<file path="src/rtl/seven_seg_scanner.sv">
// Four-digit multiplexed seven-segment driver for a common-anode display.
// Latches packed BCD on load and scans one digit per REFRESH_DIV-cycle slot.
module seven_seg_scanner #(
  parameter int unsigned REFRESH_DIV = 100000
) (
  input  logic        clk,
  input  logic        rst_n,
  input  logic [15:0] bcd_in,
  input  logic [3:0]  dp_in,
  input  logic        load,
  input  logic        blank_lz,
  input  logic        en,
  output logic [3:0]  an,
  output logic [6:0]  seg,
  output logic        dp,
  output logic        frame_done
);

  localparam int unsigned CW = (REFRESH_DIV > 1) ? $clog2(REFRESH_DIV) : 1;
  localparam logic [CW-1:0] CNT_MAX = CW'(REFRESH_DIV - 1);

  logic [CW-1:0] cnt;
  logic [1:0]    idx;
  logic [15:0]   disp;
  logic [3:0]    dp_reg;

  logic          tick;
  logic [3:0]    nib;
  logic          dp_sel;
  logic [3:0]    zero;
  logic [3:0]    lead;
  logic          blank;
  logic [3:0]    an_next;
  logic [6:0]    seg_next;
  logic          dp_next;

  assign tick = (cnt == CNT_MAX);

  // lead[k]: digit k and every digit above it are zero; digit 0 is never blanked
  always_comb begin
    zero[0] = (disp[3:0]   == 4'd0);
    zero[1] = (disp[7:4]   == 4'd0);
    zero[2] = (disp[11:8]  == 4'd0);
    zero[3] = (disp[15:12] == 4'd0);
    lead[3] = zero[3];
    lead[2] = zero[3] & zero[2];
    lead[1] = zero[3] & zero[2] & zero[1];
    lead[0] = 1'b0;
  end

  always_comb begin
    nib    = disp[{idx, 2'b00} +: 4];
    dp_sel = dp_reg[idx];
    blank  = blank_lz & lead[idx];

    case (nib)
      4'd0:    seg_next = 7'b1000000;
      4'd1:    seg_next = 7'b1111001;
      4'd2:    seg_next = 7'b0100100;
      4'd3:    seg_next = 7'b0110000;
      4'd4:    seg_next = 7'b0011001;
      4'd5:    seg_next = 7'b0010010;
      4'd6:    seg_next = 7'b0000010;
      4'd7:    seg_next = 7'b1111000;
      4'd8:    seg_next = 7'b0000000;
      4'd9:    seg_next = 7'b0010000;
      default: seg_next = 7'b0111111;
    endcase

    an_next = ~(4'b0001 << idx);
    dp_next = ~dp_sel;

    if (!en || blank) begin
      an_next  = '1;
      seg_next = '1;
      dp_next  = 1'b1;
    end
  end

  always_ff @(posedge clk or negedge rst_n) begin
    if (!rst_n) begin
      cnt        <= '0;
      idx        <= '0;
      disp       <= '0;
      dp_reg     <= '0;
      an         <= '1;
      seg        <= '1;
      dp         <= 1'b1;
      frame_done <= 1'b0;
    end else begin
      if (load) begin
        disp   <= bcd_in;
        dp_reg <= dp_in;
      end

      if (tick) begin
        cnt <= '0;
        idx <= idx + 2'd1;
      end else begin
        cnt <= cnt + 1'b1;
      end

      frame_done <= tick && (idx == 2'd3);

      an  <= an_next;
      seg <= seg_next;
      dp  <= dp_next;
    end
  end

endmodule

</file>
<file path="config.mk">
export PLATFORM = sky130hd
export DESIGN_NAME = seven_seg_scanner
export DESIGN_NICKNAME = d
export VERILOG_FILES = /design/src/rtl/seven_seg_scanner.sv
export SDC_FILE = /design/constraint.sdc
export NUM_CORES = 1
export LEC_CHECK = 0
export BUFFER_PORTS_ARGS = -buffer_cell sky130_fd_sc_hd__buf_2
export CAP_MARGIN = 20
export CORE_MARGIN = 4
export CORE_UTILIZATION = 40
export DETAILED_ROUTE_END_ITERATION = 8
export GPL_TIMING_DRIVEN = 0
export PLACE_DENSITY = 0.62
export SYNTH_ARGS = -nofsm -noshare
export SYNTH_HDL_FRONTEND = slang
export SYNTH_SLANG_ARGS = --single-unit
</file>
<file path="constraint.sdc">
create_clock -name clk -period 2.6 [get_ports clk]
set_input_delay 0.65 -clock clk [delete_from_list [all_inputs] [get_ports clk]]
set_output_delay 0.65 -clock clk [all_outputs]
set_load 0.01 [all_outputs]
</file>
==> impl_table.tex, run 1 <==
\begin{tabular}{lr}
\hline
Metric & Value \\
\hline
\multicolumn{2}{l}{\textbf{STA}} \\
Count of final max-slew check failures & 0 \\
Part of the cycle the worst path needs & 77.0\% \\
Worst hold slack & 0.342 ns \\
Worst max-slew margin expressed relative to the limit & 60.8\% \\
Final hold violations & 0 \\
RSZ-0062 raised after global routing & no \\
Clock period minus final worst setup slack & 2.00 ns \\
Worst Clk Skew & 0.0136 ns \\
Transition time at the pin with the least slew margin & 0.589 ns \\
FMAX & 499 MHz \\
Worst Setup Slack, final & 0.598 ns \\
Final Setup Violations & 0 \\
Post-Route Setup TNS & 0 ns \\
\multicolumn{2}{l}{\textbf{Die}} \\
I/O pin count & 38 \\
Starting Density & 42.4\% \\
Number of placement rows & 27 \\
Full die area & 7290 um\^{}2 \\
Vertical die dimension & 85.4 um \\
Total core area & 5640 um\^{}2 \\
Horizontal extent of the die & 85.4 um \\
\multicolumn{2}{l}{\textbf{Routing}} \\
Iteration count of the initial detailed-routing pass & 4 \\
Detail Route Antenna Nets & 0 \\
Number of design rule violations left after detail routing & 0 \\
DRT Wirelength & 4300 um \\
Via density & 5.02 \\
Mean routed wirelength per cell & 13.8 um \\
Vias post-DR & 1560 \\
Number of DRC markers after the initial detailed-route iteration & 68 \\
\multicolumn{2}{l}{\textbf{CTS}} \\
Clock slew at the register clock pins of the worst setup and hold paths & 0.09 ns \\
Quantity of hold-fixing buffers added after cts & 0 \\
CTS max path bufs & 2 \\
CTS tree & done \\
Total clock buffers created by CTS & 5 \\
Setup fix buffers added after clock tree synthesis & 0 \\
Cell chosen for the clock root & clkbuf\_8 \\
Clock latency reported for the late side of the worst-skew pair & 0.30 ns \\
CTS H-tree lvls & 2 \\
Number of gates resized after cts & 0 \\
Total clock sinks & 52 \\
\multicolumn{2}{l}{\textbf{Place}} \\
Dpl hpwl & 3210 um \\
Final estimated routing congestion in global placement & 0.765 \\
Placed cells & 303 \\
Port Buf Inserts & 36 \\
Worst setup slack after placement & 0.601 ns \\
\multicolumn{2}{l}{\textbf{Global routing}} \\
Largest net degree at the start of global routing & 28 \\
Number of global-route vias before repair & 1618 \\
Overflow left after global routing & 0 \\
Wire length of the first global-routing pass & 7790 um \\
Total Routing Usage GR & 13.2\% \\
Antenna violations before repair & 0 \\
\multicolumn{2}{l}{\textbf{Power and ir drop}} \\
Maximum VDD drop & 269 uV \\
Pwr/cell area & 543 nW/um\^{}2 \\
Leakage power total & 1.23 nW \\
\multicolumn{2}{l}{\textbf{Status}} \\
Status & completed \\
\multicolumn{2}{l}{\textbf{Worst setup path}} \\
CP startpoint kind & flip-flop \\
Slack of the worst reg-to-reg path & 0.60 ns \\
Critical path, cell by cell & buf\_2, mux4\_2, inv\_1, ha\_1, nor2\_1, a211oi\_1, o21ai\_0 \\
Max stage delay on crit path & 0.62 ns \\
Crit path DAT & 2.20 ns \\
WP data required & 2.80 ns \\
Endpoint type of the worst setup path & flip-flop \\
Kind of critical path & flip-flop to flip-flop \\
Crit Path Max Fanout & 10 \\
Slowest CP cell & mux4\_2 \\
\multicolumn{2}{l}{\textbf{Cells and area}} \\
Flip-flop count of the largest register, all copies and words added & 17 \\
Registers with the highest flip-flop counts & cnt (17), disp (16), seg (7) \\
Nets@finish & 273 \\
Ant diodes & 0 \\
Final non-filler cell total & 311 \\
Layout cell share with drive strength beyond 1 & 36.4\% \\
Fill cells & 503 \\
Reg with most FFs & cnt \\
Signed area change from the synthesized netlist to the final layout & 15.7\% \\
\multicolumn{2}{l}{\textbf{Synth}} \\
Number of enable-type register cells in the synthesized netlist & 0 \\
Cell Area, Synth & 2390 um\^{}2 \\
Number of synthesis warnings & 0 \\
Number of distinct library cells after synthesis & 32 \\
Net count after synthesis & 229 \\
Proportion of synthesized flip-flops having asynchronous set or reset & 100\% \\
Top\_reg\_cell synth & dfrtp\_1 \\
Synth Register Bits & 52 \\
Avg Inst Size Synth & 12.3 um\^{}2 \\
Part of the Yosys area used for sequential elements & 55.0\% \\
Post-synthesis cell count & 194 \\
\multicolumn{2}{l}{\textbf{Worst hold path}} \\
Hold WC Path Type & input pin to async pin \\
\multicolumn{2}{l}{\textbf{Flow run}} \\
Max Cap Violations & 0 \\
\hline
\end{tabular}
-- through the flow --
stage          util, %  power (mW)  cell area, um^2
6_report          49.1        1.50             2770
4_1_cts           49.1        1.53             2770
2_1_floorplan        -        1.00             2390
3_3_place_gp      47.2        1.07             2660
5_1_grt           49.1        1.59             2770
3_5_place_dp      47.6        1.08             2680
-- per-layer routing --
| metal | vias to the layer above | global-route usage [%] | routed length [um] |
|---|---|---|---|
| li1 | 761 | - | - |
| met1 | 763 | 19.3 | 2180 |
| met2 | 32 | 19.2 | 1870 |
| met3 | 4 | 3.59 | 215 |
| met4 | 0 | 3.45 | 38 |
| met5 | - | 0 | 0 |
-- cells by family after synthesis --
| kind of cell | count (synthesis) | share of synthesized area, % |
|---|---|---|
| compound gates | 15 | 3.45 |
| xor+xnor | 15 | 5.49 |
| fa+ha+maj | 10 | 5.23 |
| buf+inv | 12 | 2.30 |
| flops | 52 | 55.0 |
| mux | 28 | 15.4 |
| simple gates | 62 | 13.1 |
-- cells in the mapped netlist, types with 2 or more instances --
library cell,number,share of area [%]
nor2_1,13,2.0
dfstp_2,12,13
nand3_1,9,1.9
and2_1,2,0.52
nor2b_1,2,0.52
dfrtp_1,40,42
mux2i_1,2,0.84
nor4_1,3,0.78
ha_1,10,5.2
clkbuf_1,3,0.47
nand4_1,3,0.78
inv_1,6,0.94
xor2_1,7,2.6
a21oi_1,2,0.42
xnor2_1,8,2.9
and3_1,2,0.52
buf_2,2,0.42
and4_1,2,0.73
o21ai_0,9,1.9
mux2_2,21,9.9
mux4_2,5,4.7
nand2_1,21,3.3
-- area by class of cell --
cell class | instances | area [um^2] | area share (%)
buffer | 6 | 32.5 | 1.17
clock buffer | 6 | 72.6 | 2.62
clock inverter | 2 | 12.5 | 0.452
inverter | 6 | 22.5 | 0.813
multi-input combinational | 130 | 1020 | 36.9
sequential | 52 | 1320 | 47.5
tap | 72 | 90.1 | 3.25
timing repair buffer | 37 | 200 | 7.23
-- worst paths after layout --
kind | from | end | cells past startpoint
worst max-delay path | idx[0] | seg[4] | 7
worst min-delay path | rst_n | cnt[13] | 1
worst max register to register | idx[0] | seg[4] | 7
worst min register to register | cnt[0] | cnt[0] | 1
max in group asynchronous | rst_n | seg[3] | 2
min in group clk | cnt[0] | cnt[0] | 1
-- critical path: cells and delay by family (launching register included) --
kind	cells	cell delay [ns]
adders and majority gates	1	0.17
and+or+nand+nor	1	0.05
muxes	1	0.62
buffers and inverters	2	0.42
DFF	1	0.38
AOI/OAI and AO/OA	2	0.26
-- power by group --
part	leakage (nW)	internal [mW]	switching, mW
clock network	0.0412	0.189	0.257
registers	0.625	0.863	0.0275
logic	0.559	0.0843	0.0848
-- layout by cell type, fill, tap and decap left out, types with 2 or more instances in the layout --
cell / netlist / routed
dfrtp_1: 40 / 40
buf_2: 2 / 38
nand2_1: 21 / 21
mux2_2: 21 / 21
nor2_1: 13 / 13
dfstp_2: 12 / 12
ha_1: 10 / 10
nand3_1: 9 / 9
o21ai_0: 9 / 9
xnor2_1: 8 / 8
xor2_1: 7 / 7
inv_1: 6 / 6
mux4_2: 5 / 5
clkbuf_8: 0 / 5
clkbuf_1: 3 / 4
nand4_1: 3 / 3
nor4_1: 3 / 3
and4_1: 2 / 2
and2_1: 2 / 2
and3_1: 2 / 2
nor2b_1: 2 / 2
mux2i_1: 2 / 2
a21oi_1: 2 / 2
Note: power is estimated with default switching activity, not from simulation.
==> inputs of run 2 (changes only) <==
--- a/config.mk
+++ b/config.mk
@@ -5,13 +5,14 @@
 export SDC_FILE = /design/constraint.sdc
 export NUM_CORES = 1
 export LEC_CHECK = 0
+export ABC_AREA = 1
 export BUFFER_PORTS_ARGS = -buffer_cell sky130_fd_sc_hd__buf_2
 export CAP_MARGIN = 20
 export CORE_MARGIN = 4
 export CORE_UTILIZATION = 40
 export DETAILED_ROUTE_END_ITERATION = 8
 export GPL_TIMING_DRIVEN = 0
-export PLACE_DENSITY = 0.62
+export PLACE_DENSITY = 0.61
 export SYNTH_ARGS = -nofsm -noshare
 export SYNTH_HDL_FRONTEND = slang
 export SYNTH_SLANG_ARGS = --single-unit
==> constraint.sdc (replaced) <==
create_clock -name clk -period 1.9 [get_ports clk]
set_input_delay 0.475 -clock clk [delete_from_list [all_inputs] [get_ports clk]]
set_output_delay 0.475 -clock clk [all_outputs]
set_load 0.01 [all_outputs]
==> impl_table.tex, run 2 <==
\begin{tabular}{lr}
\hline
Metric & Value \\
\hline
\multicolumn{2}{l}{\textbf{CTS}} \\
Clock latency reported for the late side of the worst-skew pair & 0.31 ns (about the same) \\
Clock slew at the register clock pins of the worst setup and hold paths & 0.10 ns (about the same) \\
CTS H-tree lvls & 2 (unchanged) \\
Total clock sinks & 52 (unchanged) \\
Setup fix buffers added after clock tree synthesis & 0 (unchanged) \\
Number of gates resized after cts & 0 (unchanged) \\
Total clock buffers created by CTS & 5 (unchanged) \\
CTS tree & done \\
CTS max path bufs & 2 (unchanged) \\
Quantity of hold-fixing buffers added after cts & 0 (unchanged) \\
Cell chosen for the clock root & clkbuf\_8 \\
\multicolumn{2}{l}{\textbf{Synth}} \\
Cells taking the most area after synthesis & dfrtp\_1 (37\%), dfstp\_2 (12\%), nand2\_1 (9.4\%) \\
Top\_reg\_cell synth & dfrtp\_1 \\
Area share of the largest cell type after synthesis & 36.9\% (-4.9 points) \\
Number of enable-type register cells in the synthesized netlist & 0 (unchanged) \\
Top-count cell post-synth & nand2\_1 \\
Cell Area, Synth & 2710 um\^{}2 (+13\%) \\
Net count after synthesis & 345 (+51\%) \\
Avg Inst Size Synth & 8.75 um\^{}2 (-29\%) \\
Part of the Yosys area used for sequential elements & 48.5\% (-6.5 points) \\
Top cell types by occurrence after synthesis & nand2\_1 (68), dfrtp\_1 (40), inv\_1 (39) \\
Number of synthesis warnings & 0 (unchanged) \\
Proportion of synthesized flip-flops having asynchronous set or reset & 100\% (unchanged) \\
Post-synthesis cell type with the largest combined area & dfrtp\_1 \\
Post-synthesis cell count & 310 (+60\%) \\
Number of distinct library cells after synthesis & 27 (-16\%) \\
Synth Register Bits & 52 (unchanged) \\
\multicolumn{2}{l}{\textbf{Place}} \\
Instance area after placement & 3020 um\^{}2 (+12\%) \\
Final estimated routing congestion in global placement & 0.871 (+14\%) \\
Port Buf Inserts & 37 (+2.8\%) \\
Dpl hpwl & 3930 um (+23\%) \\
\multicolumn{2}{l}{\textbf{Worst setup path}} \\
FF-to-FF Start & idx[1] \\
WP data required & 2.14 ns (-0.66 ns) \\
Crit Path Max Fanout & 9 (-1) \\
Kind of critical path & flip-flop to flip-flop \\
Max stage delay on crit path & 0.42 ns (-0.20 ns) \\
Capture instance of the worst register-to-register path & seg[3] \\
Slowest CP cell & dfrtp\_1 \\
CP startpoint kind & flip-flop \\
Crit path DAT & 1.98 ns (-0.22 ns) \\
Critical path, cell by cell & clkbuf\_8, inv\_2, nand3\_1, nand2\_1, inv\_1, ha\_1, nand3\_1, nand3\_1, nand3\_2 \\
Critical path's most frequent cell & nand3\_1 \\
Slack of the worst reg-to-reg path & 0.16 ns (-0.44 ns) \\
Endpoint type of the worst setup path & flip-flop \\
Worst Reg-to-Reg Cells & 9 (+2) \\
\multicolumn{2}{l}{\textbf{STA}} \\
Count of final max-slew check failures & 0 (unchanged) \\
FMAX & 573 MHz (+15\%) \\
Worst Clk Skew & 0.0106 ns (-0.00302 ns) \\
Transition time at the pin with the least slew margin & 0.451 ns (-0.138 ns) \\
Post-Route Setup TNS & 0 ns (unchanged) \\
RSZ-0062 raised after global routing & no \\
Part of the cycle the worst path needs & 91.8\% (+15 points) \\
Worst max-slew margin expressed relative to the limit & 69.9\% (+9.2 points) \\
Final Setup Violations & 0 (unchanged) \\
Final hold violations & 0 (unchanged) \\
Clock period minus final worst setup slack & 1.74 ns (-0.259 ns) \\
Worst hold slack & 0.0737 ns (-0.268 ns) \\
\multicolumn{2}{l}{\textbf{Global routing}} \\
Antenna violations before repair & 0 (unchanged) \\
Wire length of the first global-routing pass & 9440 um (+21\%) \\
Number of global-route vias before repair & 2055 (+27\%) \\
Total Routing Usage GR & 14.0\% (+0.83 points) \\
Largest net degree at the start of global routing & 38 (+36\%) \\
Overflow left after global routing & 0 (unchanged) \\
\multicolumn{2}{l}{\textbf{Routing}} \\
Via density & 4.78 (-4.6\%) \\
Detail Route Antenna Nets & 0 (unchanged) \\
Mean routed wirelength per cell & 12.3 um (-11\%) \\
Vias post-DR & 2071 (+33\%) \\
Number of design rule violations left after detail routing & 0 (unchanged) \\
Iteration count of the initial detailed-routing pass & 4 (unchanged) \\
DRT Wirelength & 5340 um (+24\%) \\
Number of DRC markers after the initial detailed-route iteration & 108 (+59\%) \\
\multicolumn{2}{l}{\textbf{Cells and area}} \\
Fill cells & 648 (+29\%) \\
Ant diodes & 0 (unchanged) \\
Nets@finish & 390 (+43\%) \\
Flip-flop count of the largest register, all copies and words added & 17 (unchanged) \\
Signed area change from the synthesized netlist to the final layout & 15.3\% \\
Registers with the highest flip-flop counts & cnt (17), disp (16), seg (7) \\
Reg with most FFs & cnt \\
Most common library cell in the layout ignoring fill and taps & nand2\_1 \\
End-of-flow core utilization & 48.4\% (-0.65 points) \\
Layout cell share with drive strength beyond 1 & 28.4\% (-8.0 points) \\
Commonest cells after routing, fill and taps aside & nand2\_1 (68), inv\_1 (39), dfrtp\_1 (39), buf\_2 (38), nor2\_1 (32) \\
Non-Filler Cell Area, Final & 3130 um\^{}2 (+13\%) \\
\multicolumn{2}{l}{\textbf{Flow run}} \\
Max Cap Violations & 0 (unchanged) \\
\multicolumn{2}{l}{\textbf{Die}} \\
Starting Density & 42.0\% (-0.41 points) \\
Full die area & 8170 um\^{}2 (+12\%) \\
I/O pin count & 38 (unchanged) \\
Number of placement rows & 29 (+7.4\%) \\
Vertical die dimension & 90.4 um (+5.9\%) \\
Horizontal extent of the die & 90.4 um (+5.9\%) \\
Total core area & 6460 um\^{}2 (+14\%) \\
\multicolumn{2}{l}{\textbf{Power and ir drop}} \\
Leakage power total & 1.52 nW (+24\%) \\
Maximum VDD drop & 343 uV (+28\%) \\
Overall power consumption & 2.24 mW (+49\%) \\
Pwr/cell area & 715 nW/um\^{}2 (+32\%) \\
\multicolumn{2}{l}{\textbf{Worst hold path}} \\
Hold WC Path Type & input pin to async pin \\
\multicolumn{2}{l}{\textbf{Status}} \\
Status & completed \\
\hline
\end{tabular}
run 2: final cells by class:
| cell class | count | area (um^2) | share of cell area [%] |
|---|---|---|---|
| flip-flops and latches | 52 | 1320 | 42.1 |
| multi-input cells | 209 | 1180 | 37.6 |
| repair buffers | 38 | 205 | 6.56 |
| inverters | 42 | 160 | 5.12 |
| well taps | 77 | 96.3 | 3.08 |
| clock buffers | 5 | 68.8 | 2.20 |
| plain buffers | 7 | 60.1 | 1.92 |
| clock inverters | 3 | 42.5 | 1.36 |
run 2: per-stage QoR:
step                std cells  worst slack, ns
finish                    433            0.156
global route              433           0.0219
CTS                       433            0.122
detailed placement        425            0.159
global placement          424            0.159
floorplan                 310            0.370
run 2: worst max-delay path by stage:
stage                       from     end  slack, ns  depth (start not counted)
after floorplan           idx[0]  seg[3]       0.37                         10
after global placement    idx[0]  seg[3]       0.16                         10
after detailed placement  idx[0]  seg[3]       0.16                         10
after CTS                 idx[0]  seg[3]       0.12                         10
after global routing      idx[1]  seg[4]       0.02                         10
final                     idx[1]  seg[3]       0.16                          9
run 2: cells by family after synthesis:
logic type / synth area share, %
AO/OA/AOI/OAI: 4.70
XOR/XNOR: 2.26
adder cells (fa/ha/maj): 4.61
buffers and inverters: 8.11
flip-flops: 48.5
multiplexers: 3.32
AND/OR/NAND/NOR: 28.5
run 2: report_power, final:
part / switching (mW) / total, mW / internal (mW)
Clock: 0.379 / 0.770 / 0.390
Combinational: 0.155 / 0.263 / 0.108
Sequential: 0.0267 / 1.20 / 1.18
Total: 0.561 / 2.24 / 1.68
run 2: routing by layer:
metal,vias to the layer above,track usage (%),routed length [um]
met5,-,0,0
met4,0,4.59,76
met3,7,3.08,304
met2,58,22.0,2320
met1,947,19.2,2640
li1,1059,-,-
run 2: worst max-delay path, delay by kind of cell (launching register included):
| kind | cells | cell delay [ns] |
|---|---|---|
| flops | 1 | 0.42 |
| fa+ha+maj | 1 | 0.28 |
| simple gates | 5 | 0.56 |
| buf+inv | 3 | 0.42 |
